==> config.mk <==
export PLATFORM = sky130hd
export DESIGN_NAME = load_store_unit
export DESIGN_NICKNAME = d
export VERILOG_FILES = /design/src/rtl/load_store_unit.sv
export SDC_FILE = /design/constraint.sdc
export NUM_CORES = 1
export LEC_CHECK = 0
export CAP_MARGIN = 15
export CORE_UTILIZATION = 35
export DETAILED_ROUTE_END_ITERATION = 10
export HOLD_SLACK_MARGIN = 0.12
export PLACE_DENSITY = 0.71
export SLEW_MARGIN = 20
export SYNTH_ARGS = -nofsm -noshare
export SYNTH_HDL_FRONTEND = slang
export SYNTH_SLANG_ARGS = --single-unit
==> constraint.sdc <==
create_clock -name clk -period 3.3 [get_ports clk]
set_input_delay 0.33 -clock clk [delete_from_list [all_inputs] [get_ports clk]]
set_output_delay 0.33 -clock clk [all_outputs]
set_load 0.1 [all_outputs]
==> src/rtl/load_store_unit.sv <==
// Load/store unit: turns MIPS byte/half/word accesses into word-wide memory cycles.
// Sub-word stores are done as a read-modify-write. Loads are sign- or zero-extended.
module load_store_unit (
  input  logic        clk,
  input  logic        reset,
  input  logic        req,
  input  logic [5:0]  op,
  input  logic [31:0] addr,
  input  logic [31:0] wdata,
  output logic        busy,
  output logic        done,
  output logic        err,
  output logic [31:0] rdata,
  output logic [31:0] mem_address,
  output logic [31:0] mem_write_data,
  output logic        mem_write,
  input  logic [31:0] mem_read_data
);

  localparam logic [5:0] OP_LB  = 6'h20;
  localparam logic [5:0] OP_LH  = 6'h21;
  localparam logic [5:0] OP_LW  = 6'h23;
  localparam logic [5:0] OP_LBU = 6'h24;
  localparam logic [5:0] OP_LHU = 6'h25;
  localparam logic [5:0] OP_SB  = 6'h28;
  localparam logic [5:0] OP_SH  = 6'h29;
  localparam logic [5:0] OP_SW  = 6'h2B;

  typedef enum logic [2:0] {IDLE, RD, RMW_RD, WR, RESP} state_t;

  state_t      state;
  logic [5:0]  op_q;
  logic [31:0] addr_q;

  // Decode of the incoming request, only used in IDLE.
  logic is_load, is_sub_store, is_sw, bad_req;

  // NOTE: every variable in an always_comb gets a default first, so no path can infer a latch.
  always_comb begin
    is_load      = 1'b0;
    is_sub_store = 1'b0;
    is_sw        = 1'b0;
    bad_req      = 1'b0;
    case (op)
      OP_LB, OP_LBU: is_load = 1'b1;
      OP_LH, OP_LHU: begin is_load = 1'b1;      bad_req = addr[0]; end
      OP_LW:         begin is_load = 1'b1;      bad_req = |addr[1:0]; end
      OP_SB:         is_sub_store = 1'b1;
      OP_SH:         begin is_sub_store = 1'b1; bad_req = addr[0]; end
      OP_SW:         begin is_sw = 1'b1;        bad_req = |addr[1:0]; end
      default:       bad_req = 1'b1;
    endcase
  end

  // Lane extraction for loads, from the latched address and opcode.
  logic [7:0]  byte_lane;
  logic [15:0] half_lane;
  logic [31:0] load_value;

  always_comb begin
    byte_lane = mem_read_data[8*addr_q[1:0] +: 8];
    half_lane = addr_q[1] ? mem_read_data[31:16] : mem_read_data[15:0];
    case (op_q)
      OP_LB:   load_value = {{24{byte_lane[7]}}, byte_lane};
      OP_LBU:  load_value = {24'b0, byte_lane};
      OP_LH:   load_value = {{16{half_lane[15]}}, half_lane};
      OP_LHU:  load_value = {16'b0, half_lane};
      default: load_value = mem_read_data;
    endcase
  end

  // Merge for SB/SH; mem_write_data still holds the latched store data here.
  logic [31:0] merged;

  always_comb begin
    merged = mem_read_data;
    if (op_q == OP_SB)
      merged[8*addr_q[1:0] +: 8] = mem_write_data[7:0];
    else if (addr_q[1])
      merged[31:16] = mem_write_data[15:0];
    else
      merged[15:0] = mem_write_data[15:0];
  end

  assign mem_address = {addr_q[31:2], 2'b00};

  // NOTE: sequential state uses non-blocking assignments so every register sees pre-edge values.
  always_ff @(posedge clk) begin
    if (reset) begin
      state          <= IDLE;
      busy           <= 1'b0;
      done           <= 1'b0;
      err            <= 1'b0;
      rdata          <= 32'b0;
      mem_write      <= 1'b0;
      op_q           <= 6'b0;
      addr_q         <= 32'b0;
      mem_write_data <= 32'b0;
    end else begin
      case (state)
        IDLE: begin
          done <= 1'b0;
          err  <= 1'b0;
          if (req) begin
            op_q           <= op;
            addr_q         <= addr;
            mem_write_data <= wdata;
            busy           <= 1'b1;
            if (bad_req) begin
              state <= RESP;
              done  <= 1'b1;
              err   <= 1'b1;
            end else if (is_load) begin
              state <= RD;
            end else if (is_sw) begin
              state     <= WR;
              mem_write <= 1'b1;
            end else if (is_sub_store) begin
              state <= RMW_RD;
            end
          end
        end
        RD: begin
          rdata <= load_value;
          done  <= 1'b1;
          state <= RESP;
        end
        RMW_RD: begin
          mem_write_data <= merged;
          mem_write      <= 1'b1;
          state          <= WR;
        end
        WR: begin
          mem_write <= 1'b0;
          done      <= 1'b1;
          state     <= RESP;
        end
        RESP: begin
          done  <= 1'b0;
          err   <= 1'b0;
          busy  <= 1'b0;
          state <= IDLE;
        end
        default: begin
          busy  <= 1'b0;
          state <= IDLE;
        end
      endcase
    end
  end

endmodule

After elaboration in Yosys (flattened, before gate mapping)
Index checks and enable logic that the tools add are counted.
{"block": "word_totals", "word_cells": 86, "reg_bits": 109, "output_inout_bits": 100, "input_bits": 105}
{"block": "classes", "n_bitwise": 1, "n_mux": 29, "eq_ne": 23, "addsub": 1, "reduce_logical": 19, "shifts": 3}
{"op": "$pmux W32 S4", "n": 1}
{"op": "$eq A6 B6 Y1 const B", "n": 13}
{"op": "$mux W32", "n": 2}
{"op": "$pmux W32 S2", "n": 1}
{"op": "$mux W16", "n": 3}
{"op": "$neg A5 Y34", "n": 1}
{"op": "$shift A8 B34 Y32 const A", "n": 1}
{"op": "$shiftx A8 B34 Y32", "n": 1}
{"op": "$bwmux W32", "n": 1}
{"op": "$shiftx A32 B6 Y8", "n": 1}
{"op": "$mux W3", "n": 5}
{"op": "$mux W1", "n": 10}
{"op": "$pmux W1 S3", "n": 3}
{"op": "$pmux W3 S3", "n": 1}
{"op": "$reduce_or A3 Y1", "n": 3}
{"op": "$ne A2 B2 Y1 const B", "n": 4}
{"op": "$reduce_and A2 Y1", "n": 4}
{"op": "$reduce_or A2 Y1", "n": 4}
{"op": "$eq A3 B2 Y1 const B", "n": 2}
{"op": "$reduce_bool A3 Y1", "n": 2}
{"op": "$ne A5 B5 Y1 const B", "n": 1}
{"op": "$reduce_and A5 Y1", "n": 1}
{"op": "$reduce_or A5 Y1", "n": 1}
{"op": "$pmux W1 S2", "n": 2}
{"op": "other kinds (7)", "n": 8}

Logic depth before layout (Yosys ltp)
{"block": "depth", "ltp_word": 9, "depth_mapped": 11, "depth_no_buf": 7}

Worst setup path after synthesis
No wires, ideal clock.
{"block": "synth_path", "kind": "register -> register", "startpoint": "register addr_q[1]", "endpoint": "register mem_write_data[24]", "setup_slack_ns": 0.792, "arrival_ns": 2.417, "setup_ns": 0.091, "stages_incl_launch_ff": 12, "t_required_ns": 3.209, "n_path_buf": 4, "period_less_slack_ns": 2.508, "cell_sequence": "dfxtp_1 -> buf_2 -> clkbuf_1 -> buf_2 -> inv_1 -> ha_1 -> nor4bb_1 -> clkbuf_1 -> a21oi_1 -> nor2_1 -> a211oi_1 -> a311oi_1"}
{"block": "synth_via", "elab_chain_cells": 5, "elab_cells_between_ends": 7, "classes_between": "add/sub: 1; shift: 2; mux: 4"}
{"item": "from (decl)", "line": "33", "source": "logic [31:0] addr_q;"}
{"item": "from (signal assigned)", "line": "106", "source": "addr_q <= addr;"}
{"item": "$neg A5 Y34", "line": "78", "source": "merged[8*addr_q[1:0] +: 8] = mem_write_data[7:0];"}
{"item": "$shiftx A8 B34 Y32 or $shift A8 B34 Y32 (tied branches)", "line": "78"}
{"item": "$bwmux W32", "line": "78"}
{"item": "$mux W32 (*)", "line": "77", "source": "if (op_q == OP_SB)"}
{"item": "$pmux W32 S2 (*)", "line": "100", "source": "case (state)"}
{"item": "to (signal assigned)", "line": "107", "source": "mem_write_data <= wdata;"}
{"item": "to (signal assigned)", "line": "129", "source": "mem_write_data <= merged;"}
{"item": "to (decl)", "line": "15", "source": "output logic [31:0] mem_write_data,"}
Every way passes the cells marked *; elsewhere a longest branch is shown, timed or not.
A chain may end at the register's enable or synchronous reset.

Final worst setup path
{"block": "layout_path", "startpoint": "register mem_write_data[1]", "endpoint": "output port mem_write_data[1]"}
No word-level cell between the ends.

==> qor.txt <==
Post-Place Setup Slack -> 0.869 ns
clk buf depth -> 2
largest net degree at the start of global routing -> 79
final worst slack -> 0.910 ns
worst path buffer plus inverter count -> 1
FILL cells -> 1472
Sinks on Clock Net -> 109
Worst Setup End Kind -> output pin
GPL Wtd Cong -> 0.890
sequential share of the synthesized area -> 39.2%
Post-Layout Cell Count -> 1047
area occupied by multi-input gates -> 2890 sq um
number of global-route vias before repair -> 5010
die area -> 16400 sq um
max-cap violations -> 0
cell area after synthesis -> 5570 sq um
first-pass GRT wire length -> 28500 microns
Leak -> 2.74 nW
distinct cell type count after synthesis -> 48
initial antenna violation count -> 0
row count -> 45
final wirelength -> 18900 microns
RSZ-0062 raised after global routing -> false
post-synth top area cell -> dfxtp_1
Setup Buffers After CTS -> 0
Worst Path Max Fanout -> 5
Mapped Cells -> 689
area share of the largest cell type after synthesis -> 39.2%
DRC viols -> 0
minimum clock period -> 2.39 ns
crit path cell chain -> clkdlybuf4s50_1
Clock Latency Late Sink -> 0.35 ns
asr flop ratio synth -> 0%
slowest stage delay, CP -> 1.20 ns
Power per Cell Area -> 462 nW/um^2
Tcrit/Tclk final -> 72.4%
Final Hold Fails -> 0
Post-Route Skew -> 0.00731 ns
htree depth -> 3
Worst path top cell family by delay -> buffers and inverters
CTS tree -> built
die height -> 128 microns
Resized Gates After CTS -> 0
proportion of layout cells with a drive suffix above 1 -> 8.85%
Max VDD drop -> 0.000250 V
ys flop type -> dfxtp_1
top achievable clock speed -> 0.418 GHz
Final TNS setup -> 0 ns
routed len/inst -> 18.1 microns
Crit-path slowest cell -> clkdlybuf4s50_1
cts hold-fix bufs -> 0
Antenna Cells -> 0
Arrival @ worst endpoint -> 2.06 ns
Num CTS Buffers -> 9
relative slew slack -> 28.0%
Slew Limit Fails -> 0
status -> finished clean
via count -> 5557
Core Area -> 15400 sq um
DRT antenna net count -> 0
Worst-path clk slew -> 0.08 ns
detailed router's first-iteration violation count -> 608
top cells by area, synth -> dfxtp_1, nand2_1, a21oi_1, buf_4, nor2_1
hpwl dp -> 13800 microns
EDFF count, synth -> 0
die width -> 128 microns
IO Port Bufs -> 202
synthesized flop and latch total -> 109
io pins -> 205
setup violators final -> 0
critical path startpoint category -> flip-flop
Syn Area/Cell -> 8.08 sq um
initial core utilization -> 36.2%
Vias/cell -> 5.31
gr ovfl total -> 0
yosys warns -> 0
register area -> 2180 sq um
post-layout util -> 50.7%
Final #Nets -> 941
cell total after placement -> 1031
Root Driver -> clkbuf_16
drt pass-1 iters -> 5
WP data required -> 2.97 ns
worst min path class -> flip-flop to flip-flop
area delta synth->final -> 39.9%
Worst-Margin Slew -> 1.08 ns
critical path class -> flip-flop to output pin
total track usage -> 22.7%
[power by group]
group	internal [mW]	switching, mW	leakage [nW]
registers	1.38	0.0616	0.890
logic	0.311	0.704	1.69
clock network	0.632	0.507	0.156
total	2.33	1.27	2.74
[per-stage QoR]
step           hold WS [ns]  area [sq um]  power [mW]
6_report              0.453          7790        3.60
5_1_grt               0.468          7790        3.73
4_1_cts               0.456          7790        3.62
3_5_place_dp          0.446          7480        2.49
3_3_place_gp          0.441          7480        2.48
2_1_floorplan         0.437          5570        2.18
[synth_stat cells (all sizes together), types with 8 or more instances]
library cell / instances
a2111oi: 8
a211oi: 39
a21oi: 61
a221oi: 16
a2bb2oi: 8
a311oi: 16
and3: 11
buf: 49
clkbuf: 36
dfxtp: 109
mux2: 17
nand2: 165
nor2: 54
nor2b: 12
nor3: 20
o21ai: 10
o2bb2ai: 8
[registers in the layout (all words and copies together), names as in the netlist]
register / flops
err: 1
mem_write: 1
op_q: 6
state: 3
mem_write_data: 32
busy: 1
done: 1
rdata: 32
addr_q: 32
[worst paths after layout]
path,end,cells after the start,slack (ns),start
min reg2reg,addr_q[21]$_SDFFE_PP0P_,2,0.45,addr_q[21]$_SDFFE_PP0P_
max,mem_write_data[1],1,0.91,mem_write_data[1]$_SDFFE_PP0P_
min,addr_q[21]$_SDFFE_PP0P_,2,0.45,addr_q[21]$_SDFFE_PP0P_
max reg2reg,mem_write_data[29]$_SDFFE_PP0P_,8,0.96,addr_q[1]$_SDFFE_PP0P_
[layer usage]
metal	up-vias	part of all wire (%)	GRT usage, %
met3	41	6.8	3.51
met4	0	3.8	11.7
met5	-	0	0
met1	2615	44	30.6
li1	2694	-	-
met2	207	46	35.1
[placed cells by master, fill, tap and decap left out, types with 6 or more instances in the layout]
cell,count
mux2_2,17
buf_4,14
nor3_1,19
clkdlybuf4s50_1,201
dfxtp_1,109
a221oi_1,16
nand3_1,6
nand2_1,163
o21ai_0,10
nor2b_1,12
and3_1,11
clkbuf_16,9
a2bb2oi_1,8
a2111oi_0,8
a311oi_1,16
a21oi_1,61
nor2_1,52
a211oi_2,14
o2bb2ai_1,8
a211oi_1,24
[cells by family after synthesis]
group                    count (synthesis)  share of synthesized area, %
AO/OA/AOI/OAI                          178                          23.7
adder cells (fa/ha/maj)                  5                          1.12
buffers and inverters                   90                          8.90
flip-flops                             109                          39.2
multiplexers                            18                          3.84
other                                    1                        0.0674
AND/OR/NAND/NOR                        288                          23.1
[final cells by class]
cell class	instances	share of cell area (%)
Clock buffer	11	3.25
Clock inverter	5	0.739
Inverter	5	0.241
Multi-Input combinational cell	491	37.2
Sequential cell	109	28.0
Tap cell	211	3.39
Timing Repair Buffer	215	27.2
Note: power is estimated with default switching activity, not from simulation.
==> variant: new RTL, same flow settings <==
Reset style: asynchronous (`reset`), changed in one clocked block.
--- a/src/rtl/load_store_unit.sv
+++ b/src/rtl/load_store_unit.sv
@@ -85,7 +85,7 @@
   assign mem_address = {addr_q[31:2], 2'b00};
 
   // NOTE: sequential state uses non-blocking assignments so every register sees pre-edge values.
-  always_ff @(posedge clk) begin
+  always_ff @(posedge clk or posedge reset) begin
     if (reset) begin
       state          <= IDLE;
       busy           <= 1'b0;
Check against the original RTL: differs if reset is asserted again (counterexample within 4 cycles, from zero or initial values and one cycle with reset high); with reset held inactive, the same outputs for 4 cycles.
==> variant against the original RTL <==
- count of clock-buffer cells in the layout is the same
- sequential share of layout area grew 4.5 points
- largest cell class unchanged
- wire length grew 6.7%
- synthesized area grew 8.9%
- critical path depth grew 5
- sequential cell count is the same
- cell area grew 7.7%
- setup slack lost 0.042 ns
- die area grew 8.8%
Power is not shown: default switching activity piles up to over one toggle a cycle in this logic, so the estimate is an artifact.
==> variant: results (changes against the original RTL) <==
clk slew on worst S/H paths=0.08 ns (about the same); Antenna Cells=0 (unchanged); Worst-Skew Late Latency=0.37 ns (+0.02 ns); total CTS buffers=9 (unchanged); final clock skew=0.0126 ns (+0.00533 ns); top flop regs=addr_q x32, mem_write_data x32, rdata x32; Vias=5636 (+1.4%); status=finished, final reports clean; r2r setup slk=0.87 ns (-0.09 ns); GRT Overall Usage=22.9% (+0.12 points); initial antenna violation count=0 (unchanged); synth cell count leaders=nand2_1 (146), dfrtp_1 (109), nor2_1 (39), a21oi_1 (37), clkbuf_1 (33); CP arrival=2.68 ns (+0.62 ns); nets=929 (-1.3%); hold crit path type=input port to asynchronous set/reset pin; Rel. slew slack=31.2% (+3.2 points); share of layout cells above drive strength 1=5.10% (-3.8 points); placer congestion estimate=0.921 (+3.5%); Fillers=1536 (+4.3%); hpwl dp=14600 um (+6.1%); ys async rst share=100% (+100 points); PortBufs=202 (unchanged); critical path peak fanout=12 (+7); YS warnings=0 (unchanged); clk root buf=clkbuf_16; Clock Path Buffers=2 (unchanged); sequential element share of the synthesized area=45.0% (+5.8 points); first-iteration detailed-routing DRC count=466 (-23%); Setup Buffers After CTS=0 (unchanged); vias in the first global route=5377 (+7.3%); wire per inst=19.3 um (+7.0%); CTS resizes=0 (unchanged); Yosys cell types=58 (+21%); RR Startpoint=addr_q[1]$_DFFE_PP0P_; number of flops mapped to enable cells by yosys=0 (unchanged); first-pass GRT wire length=31200 um (+9.5%); first drt pass iteration count=4 (-1); type of the worst setup path=flip-flop to flip-flop; CTS H-Tree Depth=3 (unchanged); top area cells in the synthesized netlist=dfrtp_1 (45%), nand2_1 (9.0%), mux2i_1 (4.1%); largest net degree at the start of global routing=110 (+39%)
==> variant: layer usage <==
| layer | wire [um] | track usage (%) |
|---|---|---|
| met2 | 9330 | 34.6 |
| met4 | 599 | 9.53 |
| met1 | 8960 | 31.4 |
| met3 | 1300 | 5.10 |
| met5 | 0 | 0 |
==> variant: final cells by class <==
cell class / instances / area [um^2] / area share (%)
tap: 220 / 275 / 3.28
timing repair buffer: 217 / 2150 / 25.6
multi-input combinational: 478 / 2890 / 34.4
sequential: 109 / 2730 / 32.5
clock inverter: 5 / 90.1 / 1.07
inverter: 4 / 17.5 / 0.209
clock buffer: 11 / 243 / 2.89
==> variant: cells by family (layout without fill, tap and decap cells) <==
kind of cell | after synthesis | count (layout) | share of synthesized area [%]
multiplexers | 34 | 34 | 5.98
AND/OR/NAND/NOR | 246 | 246 | 18.8
buffers and inverters | 86 | 237 | 7.61
flip-flops | 109 | 109 | 45.0
AO/OA/AOI/OAI | 191 | 191 | 21.5
adder cells (fa/ha/maj) | 5 | 5 | 1.03
other | 1 | 2 | 0.0618
==> variant: worst max-delay path: stages, from the launching register on <==
cell and delay (ns):
dfrtp_1 0.55, inv_2 0.20, ha_1 0.49, and4bb_1 0.34, a2111oi_0 0.49, a211o_1 0.19, o21ai_1 0.06
==> variant: worst paths after layout <==
check,end,depth (start not counted)
hold reg to reg,addr_q[10]$_DFFE_PP0P_,2
hold / removal,mem_write_data[4]$_DFFE_PP0P_,3
min in group clk,addr_q[10]$_DFFE_PP0P_,2
max in group asynchronous,rdata[15]$_DFFE_PP0P_,3
setup / recovery,mem_write_data[24]$_DFFE_PP0P_,6
setup reg to reg,mem_write_data[24]$_DFFE_PP0P_,6
==> variant: stage by stage <==
stage          cells  utilization (%)  instance area [um^2]  hold WS (ns)  setup WS [ns]
3_3_place_gp    1028             48.0                  8050         0.457          0.872
6_report        1044             50.0                  8390         0.425          0.868
2_1_floorplan    673                -                  6070         0.435         0.0961
4_1_cts         1044             50.0                  8380         0.479          0.917
5_1_grt         1044             50.0                  8390         0.496          0.721
3_5_place_dp    1028             48.0                  8050         0.462          0.821
